`src/rtl/ucc_region_cfg_if.sv`:
```
// Peripheral bus bundle between the openMSP430 core and the region config block.
// Latency: n/a (wires only); per_dout is a combinational response to the request.
// Backpressure: none, the peripheral bus completes every access in one cycle.
interface ucc_region_cfg_if;
  logic [13:0] per_addr;
  logic [15:0] per_din;
  logic        per_en;
  logic [1:0]  per_we;
  logic [15:0] per_dout;

  modport master (output per_addr, per_din, per_en, per_we, input per_dout);
  modport slave  (input per_addr, per_din, per_en, per_we, output per_dout);
endinterface

```
`src/rtl/ucc_region_cfg.sv`:
```
// UCC region-bounds register file: staging regs, validated commit to active bounds, sticky lock.
// Latency: reads combinational; a clean commit updates active outputs NUM_UCC+2 edges after the write.
// Backpressure: none on the bus; config writes are dropped while busy or locked.
module ucc_region_cfg #(
  parameter int          NUM_UCC   = 8,
  parameter logic [13:0] BASE_ADDR = 14'h0C0,
  parameter int          IDX_W     = 4
) (
  input  logic                   mclk,
  input  logic                   puc_rst_n,
  ucc_region_cfg_if.slave        per,
  output logic [16*NUM_UCC-1:0]  ucc_min,
  output logic [16*NUM_UCC-1:0]  ucc_max,
  output logic [NUM_UCC-1:0]     ucc_en,
  output logic                   cfg_locked,
  output logic                   cfg_busy
);

  typedef enum logic [1:0] {S_IDLE, S_CHECK, S_APPLY} state_t;

  localparam logic [13:0]      OFF_EN   = 14'(2*NUM_UCC);
  localparam logic [13:0]      OFF_CTRL = 14'(2*NUM_UCC + 1);
  localparam logic [13:0]      OFF_STAT = 14'(2*NUM_UCC + 2);
  localparam logic [IDX_W-1:0] LAST_IDX = IDX_W'(NUM_UCC - 1);

  logic [15:0]        stg_min [NUM_UCC];
  logic [15:0]        stg_max [NUM_UCC];
  logic [NUM_UCC-1:0] enmask;

  state_t             state_q, state_d;
  logic [IDX_W-1:0]   idx_q, idx_d;
  logic               err_q, err_d;
  logic [IDX_W-1:0]   err_idx_q, err_idx_d;
  logic               apply;
  logic               cur_fail;

  logic [13:0] off;
  logic        sel, rd, wr, cfg_open, commit_req, lock_req;
  logic [15:0] en_merged;
  logic [15:0] status_w;
  logic [15:0] rdata;

  function automatic logic [15:0] byte_merge(input logic [15:0] old_v,
                                             input logic [15:0] new_v,
                                             input logic [1:0]  we);
    return {we[1] ? new_v[15:8] : old_v[15:8], we[0] ? new_v[7:0] : old_v[7:0]};
  endfunction

  // Addresses below the base wrap to large offsets, so the lower bound check is explicit.
  assign off        = per.per_addr - BASE_ADDR;
  assign sel        = per.per_en && (per.per_addr >= BASE_ADDR) && (off <= OFF_STAT);
  assign rd         = sel && (per.per_we == 2'b00);
  assign wr         = sel && (per.per_we != 2'b00);
  assign cfg_open   = !cfg_locked && !cfg_busy;
  assign commit_req = wr && (off == OFF_CTRL) && per.per_we[0] && per.per_din[0] && cfg_open;
  assign lock_req   = wr && (off == OFF_CTRL) && per.per_we[0] && per.per_din[1];
  assign en_merged  = byte_merge(16'(enmask), per.per_din, per.per_we);
  assign cfg_busy   = (state_q != S_IDLE);

  // Staging registers and enable mask, frozen while a commit runs or after lock.
  always_ff @(posedge mclk or negedge puc_rst_n) begin
    if (!puc_rst_n) begin
      for (int i = 0; i < NUM_UCC; i++) begin
        stg_min[i] <= '0;
        stg_max[i] <= '0;
      end
      enmask <= '0;
    end else if (wr && cfg_open) begin
      for (int i = 0; i < NUM_UCC; i++) begin
        if (off == 14'(2*i))     stg_min[i] <= byte_merge(stg_min[i], per.per_din, per.per_we);
        if (off == 14'(2*i + 1)) stg_max[i] <= byte_merge(stg_max[i], per.per_din, per.per_we);
      end
      if (off == OFF_EN) enmask <= en_merged[NUM_UCC-1:0];
    end
  end

  // Sticky lock; honoured even mid-commit, only reset clears it.
  always_ff @(posedge mclk or negedge puc_rst_n) begin
    if (!puc_rst_n)    cfg_locked <= 1'b0;
    else if (lock_req) cfg_locked <= 1'b1;
  end

  // Validation verdict for the region currently under check.
  always_comb begin
    cur_fail = 1'b0;
    for (int i = 0; i < NUM_UCC; i++) begin
      if (idx_q == IDX_W'(i)) cur_fail = enmask[i] && (stg_min[i] > stg_max[i]);
    end
  end

  // Commit sequencer state register.
  always_ff @(posedge mclk or negedge puc_rst_n) begin
    if (!puc_rst_n) begin
      state_q   <= S_IDLE;
      idx_q     <= '0;
      err_q     <= 1'b0;
      err_idx_q <= '0;
    end else begin
      state_q   <= state_d;
      idx_q     <= idx_d;
      err_q     <= err_d;
      err_idx_q <= err_idx_d;
    end
  end

  // Commit sequencer: walk regions one per cycle, abort on first bad region, else apply.
  always_comb begin
    state_d   = state_q;
    idx_d     = idx_q;
    err_d     = err_q;
    err_idx_d = err_idx_q;
    apply     = 1'b0;
    case (state_q)
      S_IDLE: begin
        if (commit_req) begin
          state_d   = S_CHECK;
          idx_d     = '0;
          err_d     = 1'b0;
          err_idx_d = '0;
        end
      end
      S_CHECK: begin
        if (cur_fail) begin
          err_d     = 1'b1;
          err_idx_d = idx_q;
          state_d   = S_IDLE;
        end else if (idx_q == LAST_IDX) begin
          state_d = S_APPLY;
        end else begin
          idx_d = idx_q + 1'b1;
        end
      end
      S_APPLY: begin
        apply   = 1'b1;
        state_d = S_IDLE;
      end
      default: state_d = S_IDLE;
    endcase
  end

  // Active bounds swap atomically so the monitor never sees a half-applied set.
  always_ff @(posedge mclk or negedge puc_rst_n) begin
    if (!puc_rst_n) begin
      ucc_min <= '0;
      ucc_max <= '0;
      ucc_en  <= '0;
    end else if (apply) begin
      for (int i = 0; i < NUM_UCC; i++) begin
        ucc_min[16*i +: 16] <= stg_min[i];
        ucc_max[16*i +: 16] <= stg_max[i];
      end
      ucc_en <= enmask;
    end
  end

  // Combinational read mux; CTRL and unmapped offsets read as zero.
  always_comb begin
    status_w               = '0;
    status_w[0]            = cfg_busy;
    status_w[1]            = err_q;
    status_w[2]            = cfg_locked;
    status_w[8 +: IDX_W]   = err_idx_q;
    rdata = '0;
    if (rd) begin
      for (int i = 0; i < NUM_UCC; i++) begin
        if (off == 14'(2*i))     rdata = stg_min[i];
        if (off == 14'(2*i + 1)) rdata = stg_max[i];
      end
      if (off == OFF_EN)   rdata = 16'(enmask);
      if (off == OFF_STAT) rdata = status_w;
    end
  end

  assign per.per_dout = rdata;

endmodule
```
`src/flat_wrapper.sv`:
```
// flat-port wrapper written by rule: the top's interface ports become plain ports
module ucc_region_cfg_flat 
#(
  parameter int          NUM_UCC   = 8,
  parameter logic [13:0] BASE_ADDR = 14'h0C0,
  parameter int          IDX_W     = 4
)
  (mclk, puc_rst_n, ucc_min, ucc_max, ucc_en, cfg_locked, cfg_busy, per_per_addr, per_per_din, per_per_en, per_per_we, per_per_dout);
  ucc_region_cfg_if per_i ();
  input  logic mclk;
  input  logic puc_rst_n;
  output logic [16*NUM_UCC-1:0] ucc_min;
  output logic [16*NUM_UCC-1:0] ucc_max;
  output logic [NUM_UCC-1:0] ucc_en;
  output logic cfg_locked;
  output logic cfg_busy;
  input wire logic [$bits(per_i.per_addr)-1:0] per_per_addr;
  input wire logic [$bits(per_i.per_din)-1:0] per_per_din;
  input wire logic [$bits(per_i.per_en)-1:0] per_per_en;
  input wire logic [$bits(per_i.per_we)-1:0] per_per_we;
  output wire logic [$bits(per_i.per_dout)-1:0] per_per_dout;
  assign per_i.per_addr = per_per_addr;
  assign per_i.per_din = per_per_din;
  assign per_i.per_en = per_per_en;
  assign per_i.per_we = per_per_we;
  assign per_per_dout = per_i.per_dout;
  ucc_region_cfg #(.NUM_UCC(NUM_UCC), .BASE_ADDR(BASE_ADDR), .IDX_W(IDX_W)) u_core (.mclk(mclk), .puc_rst_n(puc_rst_n), .per(per_i), .ucc_min(ucc_min), .ucc_max(ucc_max), .ucc_en(ucc_en), .cfg_locked(cfg_locked), .cfg_busy(cfg_busy));
endmodule
```
`config.mk`:
```
export PLATFORM = sky130hd
export DESIGN_NAME = ucc_region_cfg_flat
export DESIGN_NICKNAME = d
export VERILOG_FILES = /design/src/rtl/ucc_region_cfg_if.sv /design/src/rtl/ucc_region_cfg.sv /design/src/flat_wrapper.sv
export SDC_FILE = /design/constraint.sdc
export NUM_CORES = 1
export LEC_CHECK = 0
export BUFFER_PORTS_ARGS = -buffer_cell sky130_fd_sc_hd__buf_2
export CORE_MARGIN = 2
export CORE_UTILIZATION = 40
export CTS_CLUSTER_SIZE = 10
export DETAILED_ROUTE_END_ITERATION = 8
export GPL_TIMING_DRIVEN = 0
export PLACE_DENSITY = 0.62
export SYNTH_ARGS = -nofsm -noshare
export SYNTH_HDL_FRONTEND = slang
export SYNTH_SLANG_ARGS = --single-unit
```
`constraint.sdc`:
```
create_clock -name mclk -period 2.9 [get_ports mclk]
set_clock_uncertainty 0.1 [all_clocks]
set_input_delay 0.58 -clock mclk [delete_from_list [all_inputs] [get_ports mclk]]
set_output_delay 0.58 -clock mclk [all_outputs]
set_load 0.02 [all_outputs]
```
# After elaboration in Yosys (flattened, before gate mapping)
# Index checks and enable logic that the tools add are counted.
# totals
output_inout_bits	282
elab_cells	190
in_bits	35
reg_bits	540
# classes
add_sub_neg	2
mux	41
order_cmp	10
eq_ne	32
reduce_logical	64
# ops
operator	n
16-bit 2-to-1 mux	19
16-bit > comparator	8
14-bit by 4-bit equality test with 1-bit output (second input constant)	8
3-bit AND reduction	34
14-bit by 3-bit equality test with 1-bit output (second input constant)	4
14-bit by 5-bit equality test with 1-bit output (second input constant)	3
14-bit by 2-bit equality test with 1-bit output (second input constant)	2
1-bit logical AND	19
4-bit by 3-bit equality test with 1-bit output (second input constant)	4
4-bit 2-to-1 mux	4
4-bit one-hot mux with 2 select lines	2
14-bit by 1-bit equality test with 1-bit output (second input constant)	1
14-bit by 8-bit >= comparator with 1-bit output (second input constant)	1
14-bit by 5-bit <= comparator with 1-bit output (second input constant)	1
14-bit logical NOT	1
14-bit by 8-bit subtractor with 14-bit output (second input constant)	1
1-bit 2-to-1 mux	11
4-bit by 2-bit equality test with 1-bit output (second input constant)	2
2-bit 2-to-1 mux	3
2-bit nonzero test	3
4-bit by 1-bit adder with 4-bit output (second input constant)	1
4-bit by 1-bit equality test with 1-bit output (second input constant)	1
2-bit logical NOT	2
4-bit logical NOT	1
10 further kinds	13

# Longest topological paths before layout
# depth
depth_word	21
ltp_mapped	10
depth_no_buf	10

# Worst setup path before layout
# No wires, ideal clock.
# synth_timing
path_type	in2out
start	input per_per_addr[10]
end	output per_per_dout[11]
slack_ns	-0.572
cell_stages	9
n_path_buf	2
t_arrival_ns	2.792
required_ns	2.220
cell_sequence	nor4_1 nand3_1 buf_2 nor3_2 clkbuf_1 a22oi_1 nand3_1 a21oi_1 o32ai_1
# synth_via
elab_chain_cells	21
word_cells_on_any_way	43
classes_between	add/sub: 1; order compare: 2; eq/ne: 17; mux: 19; reduce/logical: 4
# synth_rtl
element	line_no	text
start: declaration	flat_wrapper.sv:17	input wire logic [$bits(per_i.per_addr)-1:0] per_per_addr;
14-bit by 8-bit subtractor with 14-bit output	ucc_region_cfg.sv:50	assign off = per.per_addr - BASE_ADDR;
14-bit logical NOT	ucc_region_cfg.sv:166	if (off == 14'(2*i)) rdata = stg_min[i];
16-bit 2-to-1 mux	ucc_region_cfg.sv:166	
16-bit 2-to-1 mux	ucc_region_cfg.sv:167	if (off == 14'(2*i + 1)) rdata = stg_max[i];
16-bit 2-to-1 mux	ucc_region_cfg.sv:166	
16-bit 2-to-1 mux	ucc_region_cfg.sv:167	
16-bit 2-to-1 mux	ucc_region_cfg.sv:166	
16-bit 2-to-1 mux	ucc_region_cfg.sv:167	
(+5 left out)	--	
16-bit 2-to-1 mux	ucc_region_cfg.sv:167	
16-bit 2-to-1 mux	ucc_region_cfg.sv:166	
16-bit 2-to-1 mux	ucc_region_cfg.sv:167	
16-bit 2-to-1 mux	ucc_region_cfg.sv:166	
16-bit 2-to-1 mux	ucc_region_cfg.sv:167	
16-bit 2-to-1 mux	ucc_region_cfg.sv:169	if (off == OFF_EN) rdata = 16'(enmask);
16-bit 2-to-1 mux	ucc_region_cfg.sv:170	if (off == OFF_STAT) rdata = status_w;
16-bit 2-to-1 mux *	ucc_region_cfg.sv:164	if (rd) begin
end: declaration	flat_wrapper.sv:21	output wire logic [$bits(per_i.per_dout)-1:0] per_per_dout;
# Every way passes the cells marked *; elsewhere a longest branch is shown, timed or not.

# Worst setup path after layout
# layout_timing
start	input per_per_addr[6]
end	output per_per_dout[10]
# Same word-level chain as after synthesis.

==> impl_metrics.toml <==
[synth]
ys.flop_type = "dfrtp_1"
synth_compound_area_frac = 0.1337
async_flop_share = 1.000
synthTopCellsByCount = "dfrtp_1, nand2_1, o21ai_0"
syn_area_um2 = 25420
synth_most_common_cell = "dfrtp_1"
synth_top_cell_by_area = "dfrtp_1"
synth_edf_count = 0
yosys.area_share.simple = 0.1038
synthTopCellsByArea = "dfrtp_1, mux2_2, ha_1"
synth_cells = 2321
yosysWarnings = 0
yosysUniqueCellTypes = 74
synthAdderAreaFrac = 0.06497
ys_ff_latch = 540
synth_mux_area_frac = 0.1284
syn_nets = 2488
synth_top_family_by_area = "compound AO/OA/AOI/OAI gates"
ys_seq_area_frac = 0.5316
post_synth.cell_area_avg_um2 = 10.95
synth-xor-area-share = 0
yosysTopAreaCellShare = 0.5316

[timing]
fin_crit_sh = 1.255
setup_slack_ps = -740.8
final.setup.tns_ps = -11600
setup_violations = 25
finalHoldViolations = 0
slew_headroom = 0.2904
fin_crit_ps = 3641
tightest_slew_ps = 1064
rsz0062_at_grt = "yes"
fmax_ghz = 0.2747
slew_viol_final = 0

[die]
core_area_um2 = 62970
dieArea_um2 = 65580
ioPinCount = 317
rows = 92
chipWidth_um = 256.1
start_util = 0.4037
die_h_um = 256.1

[setup_path]
crit_top_cell = "buf_4"
critPathMaxFanout = 10
startpoint_type = "input port"
required_ps = 2220
crit_chain = "buf_6, a21boi_2, o211ai_1, buf_4, nor3_4, clkbuf_4, a221oi_1, nand3_1, o21ai_1, a21oi_2, buf_4"
worst_ep_arrival_time_ps = 2960
critPathSlowestCell = "a21boi_2"
cp-end-kind = "primary output"
cpPeakStageDelay_ps = 360
crit_type = "in2out"

[grt]
grt_max_degree = 116
overflow = 0
antenna_found_initial = 10
grt_pass1_wl_um = 151800
grtUsageTotal = 0.3213
grt_pass1_vias = 21540

[place]
dp_hpwl_um = 79750
place_ws_ps = -1901
io_buffers = 314
gp_congestion = 1.007

[worst_hold_path]
hold_class = "in2reg"

[route]
antenna_left = 0
vias = 21600
drt_wl_total_um = 106600
drt_iter0_markers = 2350
wire_per_inst_um = 28.67
drtPass1Iterations = 6
via_per_inst = 5.805
drc = 0

[clock_tree]
cts_buffers = 67
clock_sinks = 540
clock_tree.buffer_depth = 3
tritoncts = "yes"
cts_root_buffer = "clkbuf_16"
clkSlewWorstSetupHoldPaths_ps = 60
clock_latency_ps = 610
htreeDepth = 3

[outcome]
violations = "negative setup slack"
status = "complete, but fails checks"

[layout]
drive_gt1_frac = 0.3627
syn2layout_area_growth_pct = 30.31
post-route-util = 0.5261
final_nets = 3015

[power]
irDropWorstVdd_uv = 345.6
p_per_area_nw_per_um2 = 479.9
p_leak_nw = 16.77
power_mw = 15.90

[flow_run]
maxCapViolCount = 0
-- path summary, 6_finish.rpt --
| kind | start | depth (start not counted) | slack, ps | end |
|---|---|---|---|---|
| worst min register to register | u_core.ucc_max[74] | 2 | 370 | u_core.ucc_max[74] |
| min in group asynchronous | puc_rst_n | 2 | 420 | u_core.ucc_min[111] |
| max in group asynchronous | puc_rst_n | 5 | 520 | u_core.stg_min[85] |
| worst max-delay path | per_per_addr[6] | 11 | -740 | per_per_dout[10] |
| worst min-delay path | per_per_en | 3 | 200 | u_core.cfg_locked |
| worst max register to register | u_core.stg_max[77] | 12 | -200 | u_core.err_idx_q[0] |
-- placed cells by master, fill, tap and decap left out, drive strengths merged, types with 8 or more instances in the layout --
cell type | Yosys | layout
a211oi | 8 | 8
nor3 | 32 | 32
mux2 | 276 | 276
dfrtp | 540 | 540
o21ai | 297 | 297
a22oi | 40 | 40
nor4 | 10 | 10
a221oi | 19 | 19
a222oi | 13 | 13
nand3 | 37 | 37
a22o | 10 | 10
nand4 | 29 | 29
buf | 31 | 492
nor2 | 66 | 66
mux2i | 11 | 11
nand2 | 342 | 342
nand2b | 8 | 8
nor2b | 10 | 10
o211ai | 10 | 10
a21oi | 69 | 69
o221ai | 10 | 10
clkbuf | 74 | 154
inv | 139 | 140
o21a | 8 | 8
ha | 132 | 132
a21o | 11 | 11
-- report_power, final --
part | internal [mW] | switching, mW | total [mW]
clock | 4.71 | 3.19 | 7.90
combinational | 0.0934 | 0.366 | 0.459
sequential | 7.54 | 0.00000522 | 7.54
-- metal layers --
layer  track usage  vias up  wire [um]
li1              -     9346          -
met1        0.4409    10990      45320
met2        0.4977     1042      48210
met3       0.05952      221       8367
met4        0.1415        2       4735
met5             0        -         13
-- critical path: cells and delay by family --
kind | cells | cell delay, ps
AND/OR/NAND/NOR | 2 | 520
buffers and inverters | 4 | 850
AO/OA/AOI/OAI | 5 | 990
-- cell families after synthesis --
family,count (synthesis)
compound gates,554
flops,540
fa+ha+maj,132
mux,289
simple gates,562
buf+inv,244
-- flip-flops by register name (all words and copies together), names as in the netlist, 4 cells and up --
name              count
u_core.ucc_en         8
u_core.idx_q          4
u_core.ucc_max      128
u_core.stg_max      128
u_core.err_idx_q      4
u_core.ucc_min      128
u_core.enmask         8
u_core.stg_min      128
-- metrics by stage --
step	hold WS, ps	instances	area, um^2
after floorplan	184.4	2321	25750
after global placement	362.9	3481	28380
after detailed placement	366.1	3486	28520
after CTS	188.0	3674	32260
after global routing	233.2	3717	33120
final	202.9	3720	33130
-- layout make-up --
class                           instances  area [um^2]
Sequential cell                       540        13550
Inverter                              139        521.8
Clock buffer                           84         1896
Multi-Input combinational cell       1537        12220
Buffer                                102        646.9
Clock inverter                          7        88.84
Timing Repair Buffer                  461         3136
Fill cell                            5558        29840
Tap cell                              846         1059
Antenna cell                            4        10.01
-- repair_timing --
action,in CTS,in global routing
hold buffers,1,0
endpoints found under the setup margin,239,121
gates cloned,2,2
buffers inserted,98,42
endpoints found under the hold margin,91,0
resized for setup,221,127
pin swaps,79,63
Note: power is estimated with default switching activity, not from simulation.
